[config.mk]
export PLATFORM = sky130hd
export DESIGN_NAME = mem_access_ctrl_flat
export DESIGN_NICKNAME = d
export VERILOG_FILES = /design/src/rtl/mem_pkg.sv /design/src/rtl/mem_access_ctrl_if.sv /design/src/rtl/store_merge.sv /design/src/rtl/mem_access_ctrl.sv /design/src/flat_wrapper.sv
export SDC_FILE = /design/constraint.sdc
export NUM_CORES = 1
export LEC_CHECK = 0
export ABC_CLOCK_PERIOD_IN_PS = 7250
export CAP_MARGIN = 20
export CORE_MARGIN = 3
export CORE_UTILIZATION = 45
export CTS_CLUSTER_SIZE = 24
export DETAILED_ROUTE_END_ITERATION = 12
export DONT_BUFFER_PORTS = 1
export GPL_TIMING_DRIVEN = 1
export HOLD_SLACK_MARGIN = 0.03
export PLACE_DENSITY = 0.58
export SLEW_MARGIN = 20
export SYNTH_ARGS = -nofsm -noshare
export SYNTH_HDL_FRONTEND = slang
export SYNTH_SLANG_ARGS = --single-unit
[constraint.sdc]
create_clock -name clk -period 7.25 [get_ports clk]
set_clock_uncertainty 0.2 [all_clocks]
set_input_delay 1.45 -clock clk [delete_from_list [all_inputs] [get_ports clk]]
set_output_delay 1.45 -clock clk [all_outputs]
set_load 0.1 [all_outputs]
[src/rtl/mem_pkg.sv]
// mem_pkg -- shared encodings for the memory access sequencer.
//   SZ_BYTE / SZ_HALF / SZ_WORD : request size codes (2'b11 is handled as word)
//   state_t                     : sequencer states IDLE, RD_WAIT, WRITE, DONE
//   is_misaligned()             : alignment rule, only built with MEM_ALIGN_CHECK_EN
package mem_pkg;

    localparam logic [1:0] SZ_BYTE = 2'b00;
    localparam logic [1:0] SZ_HALF = 2'b01;
    localparam logic [1:0] SZ_WORD = 2'b10;

    typedef enum logic [1:0] {
        IDLE    = 2'd0,
        RD_WAIT = 2'd1,
        WRITE   = 2'd2,
        DONE    = 2'd3
    } state_t;

`ifdef MEM_ALIGN_CHECK_EN
    // Bytes are always aligned; halves need addr[0]=0; word and size 11 need addr[1:0]=0.
    function automatic logic is_misaligned(input logic [1:0] size, input logic [1:0] addr_lo);
        if (size == SZ_BYTE)
            return 1'b0;
        else if (size == SZ_HALF)
            return addr_lo[0];
        else
            return (addr_lo != 2'b00);
    endfunction
`endif

endpackage

[src/rtl/mem_access_ctrl_if.sv]
// mem_access_ctrl_if -- request and memory bus bundle of the access sequencer.
//   req_*     : request handshake from the control unit
//   mem_*     : word-wide data memory port
//   mdr_out   : memory data register toward the load-size stage
//   done      : completion pulse
//   misalign  : present only when MEM_ALIGN_CHECK_EN is defined
// Modports: slave = the sequencer, master = the requester/memory side.
interface mem_access_ctrl_if;

    logic        req_valid;
    logic        req_ready;
    logic        req_write;
    logic [1:0]  req_size;
    logic [31:0] req_addr;
    logic [31:0] req_wdata;
    logic [31:0] mem_addr;
    logic        mem_wr;
    logic [31:0] mem_wdata;
    logic [31:0] mem_rdata;
    logic [31:0] mdr_out;
    logic        done;
`ifdef MEM_ALIGN_CHECK_EN
    logic        misalign;
`endif

    modport slave (
        input  req_valid, req_write, req_size, req_addr, req_wdata, mem_rdata,
        output req_ready, mem_addr, mem_wr, mem_wdata, mdr_out, done
`ifdef MEM_ALIGN_CHECK_EN
        , output misalign
`endif
    );

    modport master (
        output req_valid, req_write, req_size, req_addr, req_wdata, mem_rdata,
        input  req_ready, mem_addr, mem_wr, mem_wdata, mdr_out, done
`ifdef MEM_ALIGN_CHECK_EN
        , input misalign
`endif
    );

endinterface

[src/rtl/store_merge.sv]
// store_merge -- combinational lane merge for sub-word stores.
//   size      : request size code
//   wdata     : latched store data (byte/half taken from the low lanes)
//   merge     : upper 24 bits of the word read back before the write
//   mem_wdata : full word to write
module store_merge
    import mem_pkg::*;
(
    input  logic [1:0]  size,
    input  logic [31:0] wdata,
    input  logic [31:8] merge,
    output logic [31:0] mem_wdata
);

    always_comb begin
        mem_wdata = wdata;
        case (size)
            SZ_BYTE: mem_wdata = {merge[31:8], wdata[7:0]};
            SZ_HALF: mem_wdata = {merge[31:16], wdata[15:0]};
            default: mem_wdata = wdata;
        endcase
    end

endmodule

[src/rtl/mem_access_ctrl.sv]
// mem_access_ctrl -- multicycle load/store sequencer with read-modify-write
// for byte and halfword stores, owning the memory data register.
//   clk, reset : rising-edge clock, asynchronous active-high reset
//   bus        : mem_access_ctrl_if.slave (request, memory port, mdr_out, done)
// Parameter MEM_LATENCY (1..15): cycles from address to valid mem_rdata.
// Optional macro MEM_ALIGN_CHECK_EN: misaligned requests complete at once
// with a misalign pulse and never touch memory.
module mem_access_ctrl
    import mem_pkg::*;
#(
    parameter int MEM_LATENCY = 2
) (
    input  logic clk,
    input  logic reset,
    mem_access_ctrl_if.slave bus
);

    localparam logic [3:0] LAT = 4'(MEM_LATENCY);

    state_t      state_q, state_d;
    logic [3:0]  cnt_q;
    logic        write_q;
    logic [1:0]  size_q;
    logic [31:2] addr_q;
    logic [31:0] wdata_q;
    logic [31:8] merge_q;
    logic [31:0] mdr_q;
    logic [31:0] merged;
    logic        accept;
    logic        rd_last;
    logic        req_is_word;
    logic        mis_now;

`ifdef MEM_ALIGN_CHECK_EN
    logic mis_q;
    assign mis_now = is_misaligned(bus.req_size, bus.req_addr[1:0]);
`else
    // Low address bits play no part when alignment checking is off.
    logic unused_addr_lo;
    assign mis_now        = 1'b0;
    assign unused_addr_lo = ^bus.req_addr[1:0];
`endif

    assign accept      = bus.req_valid && (state_q == IDLE);
    assign rd_last     = (state_q == RD_WAIT) && (cnt_q == LAT);
    assign req_is_word = (bus.req_size != SZ_BYTE) && (bus.req_size != SZ_HALF);

    always_ff @(posedge clk or posedge reset) begin
        if (reset)
            state_q <= IDLE;
        else
            state_q <= state_d;
    end

    always_comb begin
        state_d = state_q;
        case (state_q)
            IDLE: begin
                if (bus.req_valid) begin
                    if (mis_now)
                        state_d = DONE;
                    else if (bus.req_write && req_is_word)
                        state_d = WRITE;
                    else
                        state_d = RD_WAIT;
                end
            end
            RD_WAIT: if (rd_last) state_d = write_q ? WRITE : DONE;
            WRITE:   state_d = DONE;
            DONE:    state_d = IDLE;
            default: state_d = IDLE;
        endcase
    end

    // Counter runs 1..LAT while in RD_WAIT and sits at 0 everywhere else.
    always_ff @(posedge clk or posedge reset) begin
        if (reset) begin
            cnt_q   <= 4'd0;
            write_q <= 1'b0;
            size_q  <= 2'b00;
            addr_q  <= '0;
            wdata_q <= '0;
            merge_q <= '0;
            mdr_q   <= '0;
        end else begin
            cnt_q <= (state_d == RD_WAIT) ? cnt_q + 4'd1 : 4'd0;
            if (accept) begin
                write_q <= bus.req_write;
                size_q  <= bus.req_size;
                addr_q  <= bus.req_addr[31:2];
                wdata_q <= bus.req_wdata;
            end
            if (rd_last) begin
                if (write_q)
                    merge_q <= bus.mem_rdata[31:8];
                else
                    mdr_q <= bus.mem_rdata;
            end
        end
    end

`ifdef MEM_ALIGN_CHECK_EN
    always_ff @(posedge clk or posedge reset) begin
        if (reset)
            mis_q <= 1'b0;
        else if (accept)
            mis_q <= mis_now;
    end
    assign bus.misalign = (state_q == DONE) && mis_q;
`endif

    store_merge u_merge (
        .size      (size_q),
        .wdata     (wdata_q),
        .merge     (merge_q),
        .mem_wdata (merged)
    );

    // All bus outputs decode from state so reset clears them immediately.
    assign bus.req_ready = (state_q == IDLE);
    assign bus.mem_wr    = (state_q == WRITE);
    assign bus.done      = (state_q == DONE);
    assign bus.mem_addr  = (state_q != IDLE) ? {addr_q, 2'b00} : 32'd0;
    assign bus.mem_wdata = (state_q == WRITE) ? merged : 32'd0;
    assign bus.mdr_out   = mdr_q;

endmodule

[src/flat_wrapper.sv]
// flat-port wrapper written by rule: the top's interface ports become plain ports
module mem_access_ctrl_flat import mem_pkg::*;
#(
    parameter int MEM_LATENCY = 2
)
  (clk, reset, bus_req_valid, bus_req_write, bus_req_size, bus_req_addr, bus_req_wdata, bus_mem_rdata, bus_req_ready, bus_mem_addr, bus_mem_wr, bus_mem_wdata, bus_mdr_out, bus_done);
  mem_access_ctrl_if bus_i ();
  input  logic clk;
  input  logic reset;
  input wire logic [$bits(bus_i.req_valid)-1:0] bus_req_valid;
  input wire logic [$bits(bus_i.req_write)-1:0] bus_req_write;
  input wire logic [$bits(bus_i.req_size)-1:0] bus_req_size;
  input wire logic [$bits(bus_i.req_addr)-1:0] bus_req_addr;
  input wire logic [$bits(bus_i.req_wdata)-1:0] bus_req_wdata;
  input wire logic [$bits(bus_i.mem_rdata)-1:0] bus_mem_rdata;
  output wire logic [$bits(bus_i.req_ready)-1:0] bus_req_ready;
  output wire logic [$bits(bus_i.mem_addr)-1:0] bus_mem_addr;
  output wire logic [$bits(bus_i.mem_wr)-1:0] bus_mem_wr;
  output wire logic [$bits(bus_i.mem_wdata)-1:0] bus_mem_wdata;
  output wire logic [$bits(bus_i.mdr_out)-1:0] bus_mdr_out;
  output wire logic [$bits(bus_i.done)-1:0] bus_done;
  assign bus_i.req_valid = bus_req_valid;
  assign bus_i.req_write = bus_req_write;
  assign bus_i.req_size = bus_req_size;
  assign bus_i.req_addr = bus_req_addr;
  assign bus_i.req_wdata = bus_req_wdata;
  assign bus_i.mem_rdata = bus_mem_rdata;
  assign bus_req_ready = bus_i.req_ready;
  assign bus_mem_addr = bus_i.mem_addr;
  assign bus_mem_wr = bus_i.mem_wr;
  assign bus_mem_wdata = bus_i.mem_wdata;
  assign bus_mdr_out = bus_i.mdr_out;
  assign bus_done = bus_i.done;
  mem_access_ctrl #(.MEM_LATENCY(MEM_LATENCY)) u_core (.clk(clk), .reset(reset), .bus(bus_i));
endmodule
==> impl_metrics.csv <==
group,metric,value,unit
clock_network,clockBufferDepth,2,
sta,layout_setup_ws,2.24,ns
final_layout,design_area,0.00636,mm2
clock_network,clkSinkCount,127,
worst_setup_path,r2r_cells,3,
logic_synthesis,ys_top_cells_by_area,"dfrtp_1 58%, mux2_2 25%, nor2b_1 3.4%",
worst_setup_path,cp.depth,3,
logic_synthesis,synth_enable_flop_cells,0,
logic_synthesis,yosys_warnings,0,
final_layout,utilization,0.547,
logic_synthesis,synth_flop_cell,"dfrtp_1",
drt,dr.first_iter.drc_count,107,
drt,wl_per_cell,19.7,um
clock_network,cts_repair_resize_count,0,
logic_synthesis,yosysTopAreaCell,"dfrtp_1",
die,num_rows,39,
worst_setup_path,path_buf_inv,1,
logic_synthesis,synth_most_common_cell,"dfrtp_1",
clock_network,postCtsSetupRepairBufs,0,
worst_setup_path,crit_path_max_fanout,25,
drt,first_pass_iters,4,
sta,worst_pin_slew,1.09,ns
grt,grt_pass1_vias,3246,
logic_synthesis,async_reset_ff_frac,1.00,
grt,grt_use_total,0.167,
clock_network,postCtsHoldBufs,0,
drt,ant_nets,0,
placed_design,gp_congestion,0.692,
sta,period_minus_slack,5.01,ns
placed_design,placed_cell_area,0.00575,mm2
die,ios,201,
placed_design,dp_hpwl,7.70,mm
final_layout,drive_gt1_frac,0.531,
worst_hold_path,hold_path_class,"register to register",
placed_design,port_buffers,0,
logic_synthesis,yosys-top-cells-count,"127 x dfrtp_1, 119 x mux2_2, 30 x nor2b_1",
sta,setup_viol_count_final,0,
grt,grt-ovfl-total,0,
sta,period_share,0.691,
flow_run,max_cap_violations,0,
logic_synthesis,synthDistinctLibCells,28,
worst_setup_path,worstPathRequired,5.60,ns
final_layout,area_delta_synth_final,16.6,%
sta,rsz0062_at_grt,"false",
worst_setup_path,arrival,3.36,ns
worst_setup_path,cp_slowest_cell,"inv_1",
sta,hold_viol,0,
drt,route.detailed.drc,0,
run_status,status,"finished clean",
clock_network,cts-root-buf,"clkbuf_16",
logic_synthesis,ys_ff_latch,127,
die,start_util,0.470,
final_layout,antenna_cells,0,
logic_synthesis,synth_area,0.00545,mm2
worst_setup_path,path_cells,"nand2b_2 > inv_1 > and2_1",
die,die_height,116,um
sta,slew-limit-headroom,0.273,
worst_hold_path,whs_path_depth,1,
grt,grt_pass1_wl,16.9,mm
grt,antenna_found_initial,0,
drt,wl,11.1,mm
clock_network,htree_levels,4,
final_layout,layout.nets,510,
clock_network,clk_pin_slew,0.05,ns
sta,slew_viol_final,0,
drt,via_per_inst,5.44,
grt,grt_max_degree,70,
worst_setup_path,cp-end-kind,"primary output",
drt,vias,3052,
logic_synthesis,synth_top_area_share,0.583,
sta,fin_setup_tns,0,ns
clock_network,clk_latency,0.40,ns
die,die_w,116,um
worst_setup_path,path_class,"register to primary output",
worst_setup_path,worst_path_largest_cell_delay,0.94,ns
die,die-area,0.0135,mm2
sta,fmaxAchievable,0.200,GHz
logic_synthesis,syn_avg_cell_area,13.7,um2
die,coreArea,0.0116,mm2
logic_synthesis,synth_seq_area_share,0.583,
worst_setup_path,critPathTopFamily,"simple AND/OR/NAND/NOR gates",
logic_synthesis,synth_cells,398,
clock_network,cts_buffers,17,
worst_setup_path,critPathLaunchType,"register",
placed_design,pre_cts_ws,2.61,ns
clock_network,cts_tree,"built",
## worst reg2reg max path, cell delays in order, from the launching register on
cell	delay [ns]
dfrtp_1	0.50
nor3b_4	0.82
buf_4	0.67
mux2_2	0.43
## area by class of cell
type / instances / area, um2
fill: 1005 / 5260
timing repair buffer: 13 / 97.6
clock buffer: 26 / 529
multi-input combinational: 244 / 2280
sequential: 127 / 3180
clock inverter: 5 / 75.1
inverter: 3 / 13.8
tap: 143 / 179
## metal layers
| metal | vias to the layer above | routed length (um) | track usage |
|---|---|---|---|
| met5 | - | 0 | 0 |
| met2 | 124 | 5320 | 0.264 |
| met4 | 0 | 246 | 0.0781 |
| li1 | 1376 | - | - |
| met1 | 1534 | 4530 | 0.199 |
| met3 | 18 | 967 | 0.0705 |
## sequential cells by signal, indices dropped and copies added (netlist names)
register	count
u_core.merge_q	24
u_core.bus.mdr_out	32
u_core.size_q	2
u_core.cnt_q	4
u_core.wdata_q	32
u_core.addr_q	30
u_core.write_q	1
u_core.state_q	2
## worst paths after layout
check | slack [ns] | startpoint | to
max in group asynchronous | 4.64 | reset | u_core.addr_q[26]
worst min-delay path | 0.28 | u_core.cnt_q[0] | u_core.cnt_q[0]
worst max-delay path | 2.24 | u_core.state_q[0] | bus_mem_wdata[0]
min in group asynchronous | 0.85 | reset | u_core.addr_q[22]
worst max register to register | 4.52 | u_core.state_q[1] | u_core.wdata_q[12]
worst min register to register | 0.28 | u_core.cnt_q[0] | u_core.cnt_q[0]
## per-stage QoR
stage | hold WS, ns | std cells
5_1_grt | 0.311 | 561
4_1_cts | 0.291 | 561
3_5_place_dp | 0.277 | 530
2_1_floorplan | 0.254 | 399
3_3_place_gp | 0.270 | 530
6_report | 0.284 | 561
## cells by family after synthesis
family	after synthesis	share of synthesized area
buffers and inverters	28	0.0285
XOR/XNOR	2	0.00321
flip-flops	127	0.583
multiplexers	137	0.279
AO/OA/AOI/OAI	22	0.0216
other	1	0.000688
adder cells (fa/ha/maj)	2	0.00459
AND/OR/NAND/NOR	79	0.0794
## cell usage in the layout, fill, tap and decap left out, drive strengths merged
cell type  synthesis  final
dfrtp            127    127
conb               1      2
nand3              1      1
buf               16     13
nor2b             31     31
clkinv             0      3
ha                 2      2
mux2i             16     16
nand3b             1      1
bufinv             0      2
nand2             10     10
clkbuf             9     26
o21ai              9      9
inv                3      3
and2               9      9
mux2             121    121
nor2              22     22
a2bb2oi            1      1
a31oi              1      1
and3               1      1
o21bai             1      1
a21oi             10     10
nor3b              2      2
nand2b             2      2
xor2               1      1
xnor2              1      1
Power is left out: the tool's default activity adds up to more than one toggle a clock period on the data nets, which glitch-free logic cannot reach.
